[src/rtl/layer_sequencer_if.sv]
// Handshake bundle between the layer sequencer and the controller/engines around it.
// The master side is the sequencer; the slave side drives start/abort and the engine acknowledgements.
interface layer_sequencer_if #(
  parameter int IC = 3,
  parameter int OC = 4
);
  localparam int ICW = (IC > 1) ? $clog2(IC) : 1;
  localparam int OCW = (OC > 1) ? $clog2(OC) : 1;

  logic           start;
  logic           abort;
  logic           conv_done;
  logic           pool_done;
  logic           busy;
  logic           bias_load;
  logic           c_load;
  logic           conv;
  logic           tree;
  logic           act;
  logic           pool;
  logic           done;
  logic [ICW-1:0] ic_idx;
  logic [OCW-1:0] oc_idx;

  modport master (
    input  start, abort, conv_done, pool_done,
    output busy, bias_load, c_load, conv, tree, act, pool, done, ic_idx, oc_idx
  );

  modport slave (
    output start, abort, conv_done, pool_done,
    input  busy, bias_load, c_load, conv, tree, act, pool, done, ic_idx, oc_idx
  );
endinterface

[src/rtl/layer_sequencer.sv]
// Per-layer control FSM: bias, per-input-channel load/conv/tree, activation, optional pooling.
// Moore outputs one cycle after the deciding edge; engines stall it only by withholding conv_done/pool_done.
module layer_sequencer #(
  parameter int IC      = 3,
  parameter int OC      = 4,
  parameter int POOL_EN = 1
) (
  input  logic         clk,
  input  logic         rst,
  layer_sequencer_if.master bus
);
  localparam int ICW = (IC > 1) ? $clog2(IC) : 1;
  localparam int OCW = (OC > 1) ? $clog2(OC) : 1;

  localparam logic [ICW-1:0] IC_LAST = ICW'(IC - 1);
  localparam logic [OCW-1:0] OC_LAST = OCW'(OC - 1);

  localparam logic [3:0] S_IDLE = 4'd0;
  localparam logic [3:0] S_BIAS = 4'd1;
  localparam logic [3:0] S_LOAD = 4'd2;
  localparam logic [3:0] S_CONV = 4'd3;
  localparam logic [3:0] S_TREE = 4'd4;
  localparam logic [3:0] S_ACT  = 4'd5;
  localparam logic [3:0] S_POOL = 4'd6;
  localparam logic [3:0] S_NEXT = 4'd7;
  localparam logic [3:0] S_DONE = 4'd8;

  logic [3:0]     state_q, state_d;
  logic [ICW-1:0] ic_idx_q, ic_idx_d;
  logic [OCW-1:0] oc_idx_q, oc_idx_d;

  always_comb begin
    state_d  = state_q;
    ic_idx_d = ic_idx_q;
    oc_idx_d = oc_idx_q;
    case (state_q)
      S_IDLE: begin
        if (bus.start) begin
          state_d  = S_BIAS;
          ic_idx_d = '0;
          oc_idx_d = '0;
        end
      end
      S_BIAS: state_d = S_LOAD;
      S_LOAD: state_d = S_CONV;
      S_CONV: begin
        // A single input channel has nothing to accumulate, so the tree step is skipped.
        if (bus.conv_done) begin
          state_d = (IC > 1) ? S_TREE : S_ACT;
        end
      end
      S_TREE: begin
        if (ic_idx_q == IC_LAST) begin
          state_d = S_ACT;
        end else begin
          ic_idx_d = ic_idx_q + ICW'(1);
          state_d  = S_LOAD;
        end
      end
      S_ACT: state_d = (POOL_EN != 0) ? S_POOL : S_NEXT;
      S_POOL: begin
        if (bus.pool_done) begin
          state_d = S_NEXT;
        end
      end
      S_NEXT: begin
        if (oc_idx_q == OC_LAST) begin
          state_d = S_DONE;
        end else begin
          oc_idx_d = oc_idx_q + OCW'(1);
          ic_idx_d = '0;
          state_d  = S_BIAS;
        end
      end
      S_DONE: begin
        state_d  = S_IDLE;
        ic_idx_d = '0;
        oc_idx_d = '0;
      end
      default: begin
        state_d  = S_IDLE;
        ic_idx_d = '0;
        oc_idx_d = '0;
      end
    endcase

    if (bus.abort) begin
      state_d  = S_IDLE;
      ic_idx_d = '0;
      oc_idx_d = '0;
    end
  end

  always_ff @(posedge clk) begin
    if (rst) begin
      state_q  <= S_IDLE;
      ic_idx_q <= '0;
      oc_idx_q <= '0;
    end else begin
      state_q  <= state_d;
      ic_idx_q <= ic_idx_d;
      oc_idx_q <= oc_idx_d;
    end
  end

  assign bus.busy      = (state_q != S_IDLE);
  assign bus.bias_load = (state_q == S_BIAS);
  assign bus.c_load    = (state_q == S_LOAD);
  assign bus.conv      = (state_q == S_CONV);
  assign bus.tree      = (state_q == S_TREE);
  assign bus.act       = (state_q == S_ACT);
  assign bus.pool      = (state_q == S_POOL);
  assign bus.done      = (state_q == S_DONE);
  assign bus.ic_idx    = ic_idx_q;
  assign bus.oc_idx    = oc_idx_q;
endmodule

[src/flat_wrapper.sv]
// flat-port wrapper written by rule: the top's interface ports become plain ports
module layer_sequencer_flat 
#(
  parameter int IC      = 3,
  parameter int OC      = 4,
  parameter int POOL_EN = 1
)
  (clk, rst, bus_start, bus_abort, bus_conv_done, bus_pool_done, bus_busy, bus_bias_load, bus_c_load, bus_conv, bus_tree, bus_act, bus_pool, bus_done, bus_ic_idx, bus_oc_idx);
  layer_sequencer_if #(.IC(IC), .OC(OC)) bus_i ();
  input  logic clk;
  input  logic rst;
  input wire logic [$bits(bus_i.start)-1:0] bus_start;
  input wire logic [$bits(bus_i.abort)-1:0] bus_abort;
  input wire logic [$bits(bus_i.conv_done)-1:0] bus_conv_done;
  input wire logic [$bits(bus_i.pool_done)-1:0] bus_pool_done;
  output wire logic [$bits(bus_i.busy)-1:0] bus_busy;
  output wire logic [$bits(bus_i.bias_load)-1:0] bus_bias_load;
  output wire logic [$bits(bus_i.c_load)-1:0] bus_c_load;
  output wire logic [$bits(bus_i.conv)-1:0] bus_conv;
  output wire logic [$bits(bus_i.tree)-1:0] bus_tree;
  output wire logic [$bits(bus_i.act)-1:0] bus_act;
  output wire logic [$bits(bus_i.pool)-1:0] bus_pool;
  output wire logic [$bits(bus_i.done)-1:0] bus_done;
  output wire logic [$bits(bus_i.ic_idx)-1:0] bus_ic_idx;
  output wire logic [$bits(bus_i.oc_idx)-1:0] bus_oc_idx;
  assign bus_i.start = bus_start;
  assign bus_i.abort = bus_abort;
  assign bus_i.conv_done = bus_conv_done;
  assign bus_i.pool_done = bus_pool_done;
  assign bus_busy = bus_i.busy;
  assign bus_bias_load = bus_i.bias_load;
  assign bus_c_load = bus_i.c_load;
  assign bus_conv = bus_i.conv;
  assign bus_tree = bus_i.tree;
  assign bus_act = bus_i.act;
  assign bus_pool = bus_i.pool;
  assign bus_done = bus_i.done;
  assign bus_ic_idx = bus_i.ic_idx;
  assign bus_oc_idx = bus_i.oc_idx;
  layer_sequencer #(.IC(IC), .OC(OC), .POOL_EN(POOL_EN)) u_core (.clk(clk), .rst(rst), .bus(bus_i));
endmodule
[config.mk]
export PLATFORM = sky130hd
export DESIGN_NAME = layer_sequencer_flat
export DESIGN_NICKNAME = d
export VERILOG_FILES = /design/src/rtl/layer_sequencer_if.sv /design/src/rtl/layer_sequencer.sv /design/src/flat_wrapper.sv
export SDC_FILE = /design/constraint.sdc
export NUM_CORES = 1
export LEC_CHECK = 0
export CORE_AREA = 2 2 41 43
export CTS_BUF_LIST = sky130_fd_sc_hd__clkbuf_16
export CTS_CLUSTER_SIZE = 12
export DETAILED_ROUTE_END_ITERATION = 16
export DIE_AREA = 0 0 43 45
export PLACE_DENSITY = 0.69
export SLEW_MARGIN = 20
export SYNTH_ARGS = -nofsm -noshare
export SYNTH_HDL_FRONTEND = slang
export SYNTH_SLANG_ARGS = --single-unit
[constraint.sdc]
create_clock -name clk -period 1.5 [get_ports clk]
set_input_delay 0.3 -clock clk [delete_from_list [all_inputs] [get_ports clk]]
set_output_delay 0.3 -clock clk [all_outputs]
set_load 0.05 [all_outputs]
* Yosys cells after proc, flatten, opt, wreduce, memory -nomap -nowiden
Index checks and enable logic that the tools add are counted.
** Storage, ports and cells
- Register bits :: 8
- Bits of input ports :: 6
- Output and inout port bits :: 12
- Logic and storage cells :: 42
** Operators by class
- $add $sub $neg :: 2
- Equal/unequal tests :: 15
- Mux-type cells :: 12
- Bitwise operators :: 2
- Reduce and logical (&&, ||, !) cells :: 8
** Operators with widths (count)
- $pmux 4 s8 :: 1
- $eq 4x3->1 const B :: 4
- $mux 4 :: 4
- $ne 2x2->1 const B :: 5
- $eq 4x2->1 const B :: 2
- $mux 2 :: 4
- $pmux 2 s4 :: 1
- $pmux 2 s3 :: 1
- $reduce_and 3->1 :: 2
- $reduce_or 6->1 :: 1
- $reduce_or 5->1 :: 1
- $add 2x1->2 const B :: 2
- $eq 2x2->1 const B :: 2
- $eq 4x1->1 const B :: 1
- $eq 4x4->1 const B :: 1
- $logic_not 4->1 :: 1
- $reduce_and 4->1 :: 1
- $reduce_bool 4->1 :: 1
- $mux 3 :: 1
- $not 1->1 :: 2
- $reduce_or 2->1 :: 1

* Depth between registers and ports, before layout
- Depth in word-level cells :: 4
- Mapped depth :: 6

* Worst setup path after synthesis
OpenSTA, ideal clock, no wires.
- Path kind :: register to output
- Start :: reg u_core.state_q[0]
- End :: out bus_done
- Data arrival time :: 1.935 ns
- Path slack :: -0.735 ns
- Stages on the path, launching flop included :: 4
- Buffers on the path :: 1
- Path through :: dfxtp_1 or2_2 clkbuf_1 nor3b_1
** On the way
- Word-level cells in the longest chain between the ends :: 1
** Ends and longest elaborated chain
- from (decl) :: line layer_sequencer.sv:28 : logic [3:0] state_q, state_d;
- from (signal assigned) :: line layer_sequencer.sv:100 : state_q <= state_d;
- $eq 4x4->1 :: line layer_sequencer.sv:113 : assign bus.done = (state_q == S_DONE);
- to (decl) :: line flat_wrapper.sv:23 : output wire logic [$bits(bus_i.done)-1:0] bus_done;
No other way between the ends.

* Final worst setup path
Ends and elaborated chain as after synthesis.

==> key figures <==
Flow run
  • Max-cap violations: 0

Run status
  • Status: finished with violations
  • Failing checks: setup timing

CTS
  • Clock Tree Root: clkbuf_16
  • Clk pin slew, worst setup/hold paths: 40 ps
  • CTS tree: done
  • TritonCTS Buffers: 3
  • Clk buf depth: 2
  • Clock Sinks: 8
  • H-tree levels: 1
  • Clk_lat worst skew: 230 ps

Finish
  • Fillers: 85
  • N_diodes: 0
  • Most frequent cells in the layout: buf_4, buf_12, nor2_1, dfxtp_4
  • Final Non-Filler Cells: 125
  • Post-Route Utilization: 0.7951
  • Area Growth Syn to Fin: 112.5%
  • Most common cell after layout, fill and taps aside: buf_4
  • Final net count: 118
  • Share of layout cells above drive strength 1: 0.5596

Synth
  • Sequential share of the synthesized area: 0.2909
  • Synth Warn #: 0
  • Avg Inst Size Synth: 7.541 sq um
  • Post-Syn Instances: 73
  • Syn nets: 81
  • Synth Cell Area: 550.5 sq um
  • Unique masters post-synth: 28
  • Seq cells post-synth: 8

Worst setup path
  • Max incr delay on CP: 370 ps
  • Critical Path Source Type: flip-flop
  • Slowest stage cell, crit path: dfxtp_4
  • Top delay family on crit path: simple AND/OR/NAND/NOR gates
  • Crit-path cells: or2_4, nor3b_4, buf_12
  • CP Data Required Time: 1200 ps
  • Critical path type: reg -> out
  • Crit. End Element: output port
  • CP max FO: 8
  • CP bufs+invs: 1
  • Worst EP arrival: 1290 ps

Placement
  • Port Buffers: 17
  • Placement Setup Slack: -275.1 ps
  • Placed cell count: 116
  • DP Wirelength: 1346 um
  • Placer Congestion: 0.8400

Power and ir drop
  • Clock power share: 0.582
  • Logic pwr share: 0.144
  • PwrDens: 666.4 nW/um^2
  • Seq pwr share: 0.274
  • Lkg Pwr: 0.4603 nW
  • Psw: 0.1627 mW
  • Pint: 0.6169 mW
  • Overall power: 0.7796 mW
  • Switching share of power: 0.2087
  • Worst VDD drop: 0.001318 V

Drt
  • Drt via density: 5.648
  • Vias: 706
  • Routed WL: 1810 um
  • Remaining antenna violation count: 0
  • 1st-iter DRT viols: 7
  • Drt first pass iters: 4
  • Residual DRC: 0
  • Routed len/inst: 14.48 um

Global route
  • Largest net degree at the start of global routing: 10
  • GRT overflow: 0
  • Vias in the first global route: 698
  • Total Routing Usage GR: 0.1995
  • Antenna violations before repair: 0
  • Global-route wire length before repair: 2870 um

STA
  • Final setup margin: -92.86 ps
  • Hold Slack: 547.0 ps
  • Clock period minus final worst setup slack: 1593 ps
  • RSZ-0062 raised after global routing: yes
  • Max Slew Vio Count: 0
  • Slew margin rel.: 0.7724
  • Achievable frequency: 627.8 MHz
  • Final hold vios: 0
  • Worst clock skew: 2.625 ps
  • Fin crit share: 1.062
  • Final Setup Violations: 10
  • Worst Tran Pin Value: 338.8 ps

Floorplan
  • Die Y-Extent: 45 um
  • # rows: 14
  • Starting density of the core: 0.3741
  • CORE AREA: 1471 sq um
  • Die area: 1935 sq um
  • Die width: 43 um
  • I/O pin cnt: 18

Min path
  • Hold Crit Class: reg -> reg
-- Yosys cell counts --
| library cell | number | area, sq um |
|---|---|---|
| nor2_1 | 12 | 45.04 |
| o21bai_1 | 1 | 7.510 |
| nor3_1 | 6 | 30.03 |
| inv_1 | 3 | 11.26 |
| or4b_1 | 1 | 10.01 |
| and4b_1 | 1 | 10.01 |
| nor4_1 | 2 | 12.51 |
| o31ai_1 | 1 | 7.510 |
| a31oi_1 | 2 | 12.51 |
| buf_6 | 1 | 11.26 |
| nand2_1 | 5 | 18.77 |
| or3_1 | 1 | 6.260 |
| nor4b_4 | 1 | 23.77 |
| buf_2 | 1 | 5.000 |
| o21ai_0 | 2 | 10.01 |
| ha_1 | 2 | 25.02 |
| dfxtp_1 | 8 | 160.2 |
| nand3b_1 | 1 | 7.510 |
| nor3b_1 | 2 | 15.01 |
| a21oi_1 | 4 | 20.02 |
| or2_2 | 4 | 25.02 |
| xnor2_1 | 1 | 8.760 |
| clkbuf_1 | 4 | 15.01 |
| and3b_1 | 1 | 8.760 |
| o211ai_1 | 2 | 15.01 |
| or4_1 | 1 | 7.510 |
| a31o_1 | 1 | 8.760 |
| nand2b_1 | 2 | 12.51 |
-- layer usage --
metal | vias up | wire [um] | GRT usage
met5 | - | 0 | 0
met4 | 0 | 53 | 0.1394
met3 | 4 | 72 | 0.03200
met2 | 28 | 992 | 0.3818
met1 | 343 | 692 | 0.1961
li1 | 331 | - | -
-- state kept, by name, indices dropped and copies added, names as in the netlist --
name	count
u_core.bus.oc_idx	2
u_core.state_q	4
u_core.bus.ic_idx	2
-- tightest hold or removal path, stage by stage (launching register included) --
cell and delay, ps:
dfxtp_2 340, a31oi_1 130, nor2_1 40
-- what timing repair did --
item	CTS	global route
gates resized for setup	13	6
endpoints found under the setup margin	9	12
hold endpoints to repair	0	0
pin swaps	7	7
buffers inserted	3	2
hold buffers	0	0
-- power groups by stage --
| stage | clock network [mW] | registers, mW | logic (mW) |
|---|---|---|---|
| 6_report | 0.454 | 0.213 | 0.113 |
| 5_1_grt | 0.473 | 0.213 | 0.120 |
| 4_1_cts | 0.465 | 0.213 | 0.105 |
| 3_5_place_dp | 0 | 0.221 | 0.0960 |
| 3_3_place_gp | 0 | 0.221 | 0.0944 |
| 2_1_floorplan | 0 | 0.217 | 0.0566 |
-- metrics by stage --
step                      instance area [sq um]  setup TNS [ps]
after floorplan                           615.6          -240.0
after global placement                     1002          -766.2
final                                      1170          -386.6
after detailed placement                   1002          -914.2
after CTS                                  1132          -221.4
after global routing                       1170          -729.1
-- final timing paths --
path	startpoint	end	slack, ps	cells after the start
worst min-delay path	u_core.bus.ic_idx[0]	u_core.bus.ic_idx[0]	550	2
worst min register to register	u_core.bus.ic_idx[0]	u_core.bus.ic_idx[0]	550	2
worst max-delay path	u_core.state_q[0]	bus_done	-90	3
worst max register to register	u_core.bus.oc_idx[1]	u_core.bus.oc_idx[0]	-70	5
-- cell type report --
class / count / area, sq um / area share
clock buffer: 3 / 75.07 / 0.06417
clock inverter: 1 / 3.754 / 0.003209
inverter: 3 / 11.26 / 0.009626
multi-input combinational: 56 / 429.2 / 0.3668
sequential: 8 / 181.4 / 0.1551
tap: 16 / 20.02 / 0.01711
timing repair buffer: 38 / 449.2 / 0.3840
-- kinds of logic after synthesis --
logic type / Yosys count / share of synthesized area
adder cells (fa/ha/maj): 2 / 0.04545
AO/OA/AOI/OAI: 13 / 0.1477
XOR/XNOR: 1 / 0.01591
flip-flops: 8 / 0.2909
buffers and inverters: 9 / 0.07725
AND/OR/NAND/NOR: 40 / 0.4227
Note: power is estimated with default switching activity, not from simulation.
